## src/rtl/jacobi_pkg.sv

```systemverilog
// Shared types and sizing helpers for the Jacobi pivot controller and rotation unit.
package jacobi_pkg;

    typedef enum logic [2:0] {
        ST_IDLE,
        ST_SCAN,
        ST_ISSUE,
        ST_WAIT_ROT,
        ST_FINISH
    } jacobi_state_e;

    function automatic int unsigned idx_w(input int unsigned n);
        return (n <= 2) ? 1 : $clog2(n);
    endfunction

    function automatic int unsigned cnt_w(input int unsigned max_iters);
        return $clog2(max_iters + 1);
    endfunction

    function automatic int unsigned pair_count(input int unsigned n);
        return (n * (n - 1)) / 2;
    endfunction

endpackage

```

## src/rtl/jacobi_pivot_ctrl_pair_counter.sv

```systemverilog
// Walks the strict upper triangle (i<j) in row-major order, one pair per step.
module pair_counter
    import jacobi_pkg::*;
#(
    parameter int unsigned N = 4
) (
    input  logic                  clk_in,
    input  logic                  rst_in,
    input  logic                  clear_in,
    input  logic                  step_in,
    output logic [idx_w(N)-1:0]   i_out,
    output logic [idx_w(N)-1:0]   j_out,
    output logic                  last_out
);

    localparam int unsigned IW = idx_w(N);
    localparam logic [IW-1:0] LAST_I = IW'(N - 2);
    localparam logic [IW-1:0] LAST_J = IW'(N - 1);

    logic [IW-1:0] i_q;
    logic [IW-1:0] j_q;

    always_ff @(posedge clk_in or posedge rst_in) begin
        if (rst_in) begin
            i_q <= '0;
            j_q <= '0;
        end else if (clear_in) begin
            i_q <= '0;
            j_q <= IW'(1);
        end else if (step_in) begin
            // Wrap to the first column right of the diagonal on the next row.
            if (j_q == LAST_J) begin
                i_q <= i_q + IW'(1);
                j_q <= i_q + IW'(2);
            end else begin
                j_q <= j_q + IW'(1);
            end
        end
    end

    assign i_out    = i_q;
    assign j_out    = j_q;
    assign last_out = (i_q == LAST_I) && (j_q == LAST_J);

endmodule

```

## src/rtl/jacobi_pivot_ctrl.sv

```systemverilog
// Jacobi sweep controller: finds the largest off-diagonal magnitude, issues the
// (p,q) rotation, and repeats until convergence or the iteration cap.
module jacobi_pivot_ctrl
    import jacobi_pkg::*;
#(
    parameter int unsigned WIDTH     = 16,
    parameter int unsigned N_STOCKS  = 4,
    parameter int unsigned MAX_ITERS = 32,
    parameter int unsigned THRESH    = 4
) (
    input  logic                            clk_in,
    input  logic                            rst_in,
    input  logic                            start_in,
    output logic [idx_w(N_STOCKS)-1:0]      rd_i_out,
    output logic [idx_w(N_STOCKS)-1:0]      rd_j_out,
    input  logic [WIDTH-1:0]                rd_data_in,
    output logic                            rot_valid_out,
    input  logic                            rot_ready_in,
    output logic [idx_w(N_STOCKS)-1:0]      rot_p_out,
    output logic [idx_w(N_STOCKS)-1:0]      rot_q_out,
    input  logic                            rot_done_in,
    output logic                            busy_out,
    output logic                            done_out,
    output logic                            converged_out,
    output logic [cnt_w(MAX_ITERS)-1:0]     iter_count_out
);

    localparam int unsigned IDX_W = idx_w(N_STOCKS);
    localparam int unsigned CNT_W = cnt_w(MAX_ITERS);
    localparam int unsigned MAG_W = WIDTH + 1;
    localparam logic [MAG_W-1:0] THRESH_M = MAG_W'(THRESH);
    localparam logic [CNT_W-1:0] ITER_CAP = CNT_W'(MAX_ITERS);

    jacobi_state_e    state_q;
    logic             scan_addr_q;
    logic             pv_q;
    logic             plast_q;
    logic [IDX_W-1:0] pi_q, pj_q;
    logic [MAG_W-1:0] best_q;
    logic [IDX_W-1:0] bp_q, bq_q;
    logic             rot_valid_q;
    logic [IDX_W-1:0] rot_p_q, rot_q_q;
    logic             busy_q, done_q, conv_q;
    logic [CNT_W-1:0] iter_q;

    logic [MAG_W-1:0] data_ext, mag_c, best_d;
    logic [IDX_W-1:0] bp_d, bq_d;
    logic [CNT_W-1:0] iter_inc;
    logic             take_c, pc_clear_c, pc_step_c, pc_last;

    pair_counter #(.N(N_STOCKS)) u_pair_counter (
        .clk_in   (clk_in),
        .rst_in   (rst_in),
        .clear_in (pc_clear_c),
        .step_in  (pc_step_c),
        .i_out    (rd_i_out),
        .j_out    (rd_j_out),
        .last_out (pc_last)
    );

    // Magnitude is one bit wider so the most negative value maps exactly.
    always_comb begin
        data_ext   = {rd_data_in[WIDTH-1], rd_data_in};
        mag_c      = data_ext[MAG_W-1] ? (MAG_W'(0) - data_ext) : data_ext;
        take_c     = pv_q && (mag_c > best_q);
        best_d     = take_c ? mag_c : best_q;
        bp_d       = take_c ? pi_q : bp_q;
        bq_d       = take_c ? pj_q : bq_q;
        iter_inc   = iter_q + CNT_W'(1);
        pc_clear_c = ((state_q == ST_IDLE) && start_in) ||
                     ((state_q == ST_WAIT_ROT) && rot_done_in);
        pc_step_c  = (state_q == ST_SCAN) && scan_addr_q && !pc_last;
    end

    always_ff @(posedge clk_in or posedge rst_in) begin
        if (rst_in) begin
            state_q     <= ST_IDLE;
            scan_addr_q <= 1'b0;
            pv_q        <= 1'b0;
            plast_q     <= 1'b0;
            pi_q        <= '0;
            pj_q        <= '0;
            best_q      <= '0;
            bp_q        <= '0;
            bq_q        <= '0;
            rot_valid_q <= 1'b0;
            rot_p_q     <= '0;
            rot_q_q     <= '0;
            busy_q      <= 1'b0;
            done_q      <= 1'b0;
            conv_q      <= 1'b0;
            iter_q      <= '0;
        end else begin
            done_q <= 1'b0;
            case (state_q)
                ST_IDLE: begin
                    if (start_in) begin
                        state_q     <= ST_SCAN;
                        busy_q      <= 1'b1;
                        conv_q      <= 1'b0;
                        iter_q      <= '0;
                        scan_addr_q <= 1'b1;
                        pv_q        <= 1'b0;
                        best_q      <= '0;
                        bp_q        <= '0;
                        bq_q        <= IDX_W'(1);
                    end
                end
                ST_SCAN: begin
                    // Delay the presented address by one cycle to line up with RAM data.
                    pv_q    <= scan_addr_q;
                    pi_q    <= rd_i_out;
                    pj_q    <= rd_j_out;
                    plast_q <= pc_last;
                    best_q  <= best_d;
                    bp_q    <= bp_d;
                    bq_q    <= bq_d;
                    if (scan_addr_q && pc_last) begin
                        scan_addr_q <= 1'b0;
                    end
                    if (pv_q && plast_q) begin
                        pv_q <= 1'b0;
                        if (best_d <= THRESH_M) begin
                            state_q <= ST_FINISH;
                            conv_q  <= 1'b1;
                            done_q  <= 1'b1;
                        end else begin
                            state_q     <= ST_ISSUE;
                            rot_valid_q <= 1'b1;
                            rot_p_q     <= bp_d;
                            rot_q_q     <= bq_d;
                        end
                    end
                end
                ST_ISSUE: begin
                    if (rot_ready_in) begin
                        state_q     <= ST_WAIT_ROT;
                        rot_valid_q <= 1'b0;
                    end
                end
                ST_WAIT_ROT: begin
                    if (rot_done_in) begin
                        iter_q <= iter_inc;
                        if (iter_inc == ITER_CAP) begin
                            state_q <= ST_FINISH;
                            conv_q  <= 1'b0;
                            done_q  <= 1'b1;
                        end else begin
                            state_q     <= ST_SCAN;
                            scan_addr_q <= 1'b1;
                            pv_q        <= 1'b0;
                            best_q      <= '0;
                            bp_q        <= '0;
                            bq_q        <= IDX_W'(1);
                        end
                    end
                end
                ST_FINISH: begin
                    state_q <= ST_IDLE;
                    busy_q  <= 1'b0;
                end
                default: begin
                    state_q <= ST_IDLE;
                    busy_q  <= 1'b0;
                end
            endcase
        end
    end

    assign rot_valid_out  = rot_valid_q;
    assign rot_p_out      = rot_p_q;
    assign rot_q_out      = rot_q_q;
    assign busy_out       = busy_q;
    assign done_out       = done_q;
    assign converged_out  = conv_q;
    assign iter_count_out = iter_q;

endmodule
```

## config.mk

```make
export PLATFORM = sky130hd
export DESIGN_NAME = jacobi_pivot_ctrl
export DESIGN_NICKNAME = d
export VERILOG_FILES = /design/src/rtl/jacobi_pkg.sv /design/src/rtl/jacobi_pivot_ctrl_pair_counter.sv /design/src/rtl/jacobi_pivot_ctrl.sv
export SDC_FILE = /design/constraint.sdc
export NUM_CORES = 1
export LEC_CHECK = 0
export CORE_ASPECT_RATIO = 1.4
export CORE_MARGIN = 2
export CORE_UTILIZATION = 60
export CTS_CLUSTER_SIZE = 8
export DETAILED_ROUTE_END_ITERATION = 16
export HOLD_SLACK_MARGIN = 0.03
export PLACE_DENSITY = 0.87
export SLEW_MARGIN = 20
export SYNTH_ARGS = -nofsm -noshare
export SYNTH_HDL_FRONTEND = slang
export SYNTH_SLANG_ARGS = --single-unit
```

## constraint.sdc

```tcl
create_clock -name clk_in -period 7.1 [get_ports clk_in]
set_clock_uncertainty 0.15 [all_clocks]
set_input_delay 0.71 -clock clk_in [delete_from_list [all_inputs] [get_ports clk_in]]
set_output_delay 0.71 -clock clk_in [all_outputs]
set_load 0.02 [all_outputs]
```

==> impl_results.md <==
- FFs w/ async S/R, synth: 1.00
- Clk slew on worst S/H paths: 80 ps
- Port Buffer Count: 38
- Post-synthesis xor/xnor area fraction: 0.0385
- DRT Wirelength: 7210 um
- GR Util All Layers: 0.271
- Final non-filler cell total: 457
- CTS tree: built
- Final Hold Viols: 0
- Largest family of logic cells by synthesized area: compound AO/OA/AOI/OAI gates
- Root buffer cell: clkbuf_8
- Mapped Area: 3190 sq um
- Clock sinks: 49
- Total power: 1.24 mW
- EDFF count, synth: 0
- Die footprint: 5920 sq um
- Final core utilization: 0.715
- Starting density of the core: 0.618
- Grt total ovfl: 0
- Outcome: finished clean
- Antenna-violating nets left: 0
- # setup viols final: 0
- Total setup buffers inserted after CTS: 0
- Crit-path max cell delay: 550 ps
- FF-to-FF Start: best_q[15]$_DFFE_PP0P_
- Detail Placement HPWL: 5580 um
- Cell area power density: 336 nW/um^2
- Syn Inst Count: 358
- Syn Nets: 401
- Worst Tran Pin Value: 968 ps
- Worst r2r path cells: 8
- Maximum vdd drop: 0.141 mV
- Via count: 2829
- Final nets: 434
- Hold Crit Class: flip-flop to flip-flop
- Post-CTS resize count: 0
- Number of CTS-inserted buffers: 5
- Max Slew Vio Count: 0
- Hold-critical path endpoint: busy_out$_DFFE_PP0P_
- Cell with the largest stage delay on the worst path: or4_1
- Simple-Gate Fraction of Synth Area: 0.196
- Sequential fraction of the synthesis area: 0.385
- Final period utilization: 0.671
- Worst Path Arrival: 4810 ps
- Max Clock Freq: 0.210 GHz
- Final critical-path required period: 4770 ps
- Area Growth Syn to Fin: 15.8%
- Average size of a mapped cell: 8.90 sq um
- RR Endpoint: best_q[2]$_DFFE_PP0P_
- Required @ worst endpoint: 7140 ps
- Adder-cell area share of the yosys netlist: 0.0864
- Diode count: 0
- CP endpoint kind: flip-flop
- Dpl cells: 450
- Pin count of the biggest net entering global routing: 50
- Layout cells sized above 1: 0.0563
- CORE AREA: 5160 sq um
- CP cell instances: clkdlybuf4s50_1 > inv_1 > ha_1 > nor2b_1 > nand2_1 > o31ai_1 > xnor2_1 > ha_1 > nand4_1 > or4_1 > a31o_2 > a31o_2 > a21o_1 > a22o_1
- Max-cap check violation count: 0
- First-pass GRT wire length: 12600 um
- Area after DPL: 3600 sq um
- Fin Setup TNS: 0 ps
- Netlist cell types: 54
- Synth Flop Type: dfrtp_1
- Die W: 65.6 um
- Critical path class: input port to flip-flop
- Initial antenna violation count: 0
- Seq cells post-synth: 49
- Footprint of the multi-input gates: 1770 sq um
- GPL Wtd Cong: 0.931
- RSZ-0062 raised after global routing: false
- Fillcell total: 403
- Synth warn: 0
- Worst-Skew Late Latency: 310 ps
- Mux cell area share after synthesis: 0.00667
- H-tree levels: 2
- Drt wl/cell: 15.8 um
- R2R Setup Slk: 4100 ps
- IO Pins: 39
- Starting DRT DRC Count: 184
- Die height: 90.2 um
- Complex-gate fraction of the synthesized area: 0.228
- Core Rows: 31
- DR vias/cell: 6.19
- Hold Path Stages: 2
- Register Area: 1230 sq um
- Slew margin rel.: 0.354
- Worst-path maximum fanout: 21
- Total iterations of the first detailed-routing run: 4
- Finished Cell Area: 3690 sq um
- DRC viols: 0
- Vias in the first global route: 2844
- HP Start: busy_out$_DFFE_PP0P_
- Clock Tree Buf Depth: 2
- Hold Buf Count CTS: 0
- Critical Path Start Type: input port
- Leakage: 1.62 nW
flip-flops by register name, summed over array words and instances, names as in the netlist, 2 cells and up:
name / count
pi_q: 2
bp_q: 2
u_pair_counter.j_out: 2
bq_q: 2
state_q: 3
rot_p_out: 2
pj_q: 2
iter_count_out: 6
rot_q_out: 2
best_q: 17
u_pair_counter.i_out: 2
worst max-delay path: cells and delay by family:
kind | cells | cell delay, ps
AOI/OAI and AO/OA | 5 | 1540
xor gates and xnor gates | 1 | 140
adders and majority gates | 2 | 640
buffers and inverters | 2 | 660
and+or+nand+nor | 4 | 1090
layer usage:
| layer | part of all wire | up-vias | global-route usage | wire, um |
|---|---|---|---|---|
| li1 | - | 1364 | - | - |
| met1 | 0.40 | 1360 | 0.297 | 2850 |
| met2 | 0.53 | 80 | 0.482 | 3860 |
| met3 | 0.030 | 25 | 0.0413 | 216 |
| met4 | 0.040 | 0 | 0.155 | 285 |
| met5 | 0 | - | 0 | 0 |
per-stage QoR:
| stage | worst slack, ps | hold WS [ps] |
|---|---|---|
| 2_1_floorplan | 3020 | 309 |
| 4_1_cts | 2370 | 353 |
| 5_1_grt | 2040 | 386 |
| 6_report | 2330 | 350 |
| 3_5_place_dp | 2060 | 327 |
| 3_3_place_gp | 2180 | 326 |
kinds of logic after synthesis:
| family | count (synthesis) |
|---|---|
| AND/OR/NAND/NOR | 119 |
| AO/OA/AOI/OAI | 103 |
| flip-flops | 49 |
| buffers and inverters | 48 |
| adder cells (fa/ha/maj) | 22 |
| XOR/XNOR | 14 |
| multiplexers | 2 |
| other | 1 |
where the power goes:
group	leakage (nW)	internal (mW)	switching, mW
Clock	0.0433	0.0772	0.0944
Sequential	0.627	0.373	0.0894
Combinational	0.951	0.266	0.339
worst max path at each step:
| stage | startpoint | endpoint | slack [ps] | depth (start not counted) |
|---|---|---|---|---|
| floorplan | rd_data_in[2] | best_q[11]$_DFFE_PP0P_ | 3020 | 13 |
| global placement | rd_data_in[0] | best_q[11]$_DFFE_PP0P_ | 2180 | 14 |
| detailed placement | rd_data_in[0] | best_q[7]$_DFFE_PP0P_ | 2060 | 14 |
| CTS | rd_data_in[0] | best_q[2]$_DFFE_PP0P_ | 2370 | 14 |
| global route | rd_data_in[0] | best_q[8]$_DFFE_PP0P_ | 2040 | 14 |
| finish | rd_data_in[0] | best_q[2]$_DFFE_PP0P_ | 2330 | 14 |
placed cells by master, fill, tap and decap left out, drive strengths merged, types with 3 or more instances in the layout:
cell type and count:
a21o 3, a21oi 13, a22o 20, a22oi 3, a31o 3, a31oi 4
and3 3, clkbuf 6, clkdlybuf4s50 38, dfrtp 49, ha 22, inv 35
nand2 33, nand2b 4, nand3 16, nand3b 4, nand4 5, nor2 19
nor2b 7, nor3 6, nor4 6, o21ai 30, o221a 4, o31ai 4
or2 5, or4 4, xnor2 10, xor2 4
Yosys cell counts (all sizes together), types with 4 or more instances:
master | number | area share
dfrtp | 49 | 0.38
nand2b | 4 | 0.0079
nand2 | 33 | 0.039
nor2 | 19 | 0.022
or4 | 4 | 0.011
nand3 | 16 | 0.025
clkbuf | 12 | 0.014
nand4 | 5 | 0.0098
or2 | 5 | 0.0098
nor4 | 6 | 0.014
nand3b | 4 | 0.0094
a31oi | 4 | 0.0079
inv | 35 | 0.041
xnor2 | 10 | 0.027
xor2 | 4 | 0.011
a21oi | 13 | 0.020
o21ai | 30 | 0.047
nor2b | 7 | 0.014
o31ai | 4 | 0.0094
o221a | 4 | 0.014
ha | 22 | 0.086
a22o | 20 | 0.055
nor3 | 6 | 0.011
layout make-up:
type                    count  share of cell area
multi-input cells         261               0.480
flip-flops and latches     49               0.332
repair buffers             39               0.105
inverters                  35              0.0356
clock buffers               6              0.0224
well taps                  66              0.0224
clock inverters             1             0.00203
(Power assumes the default switching activity.)
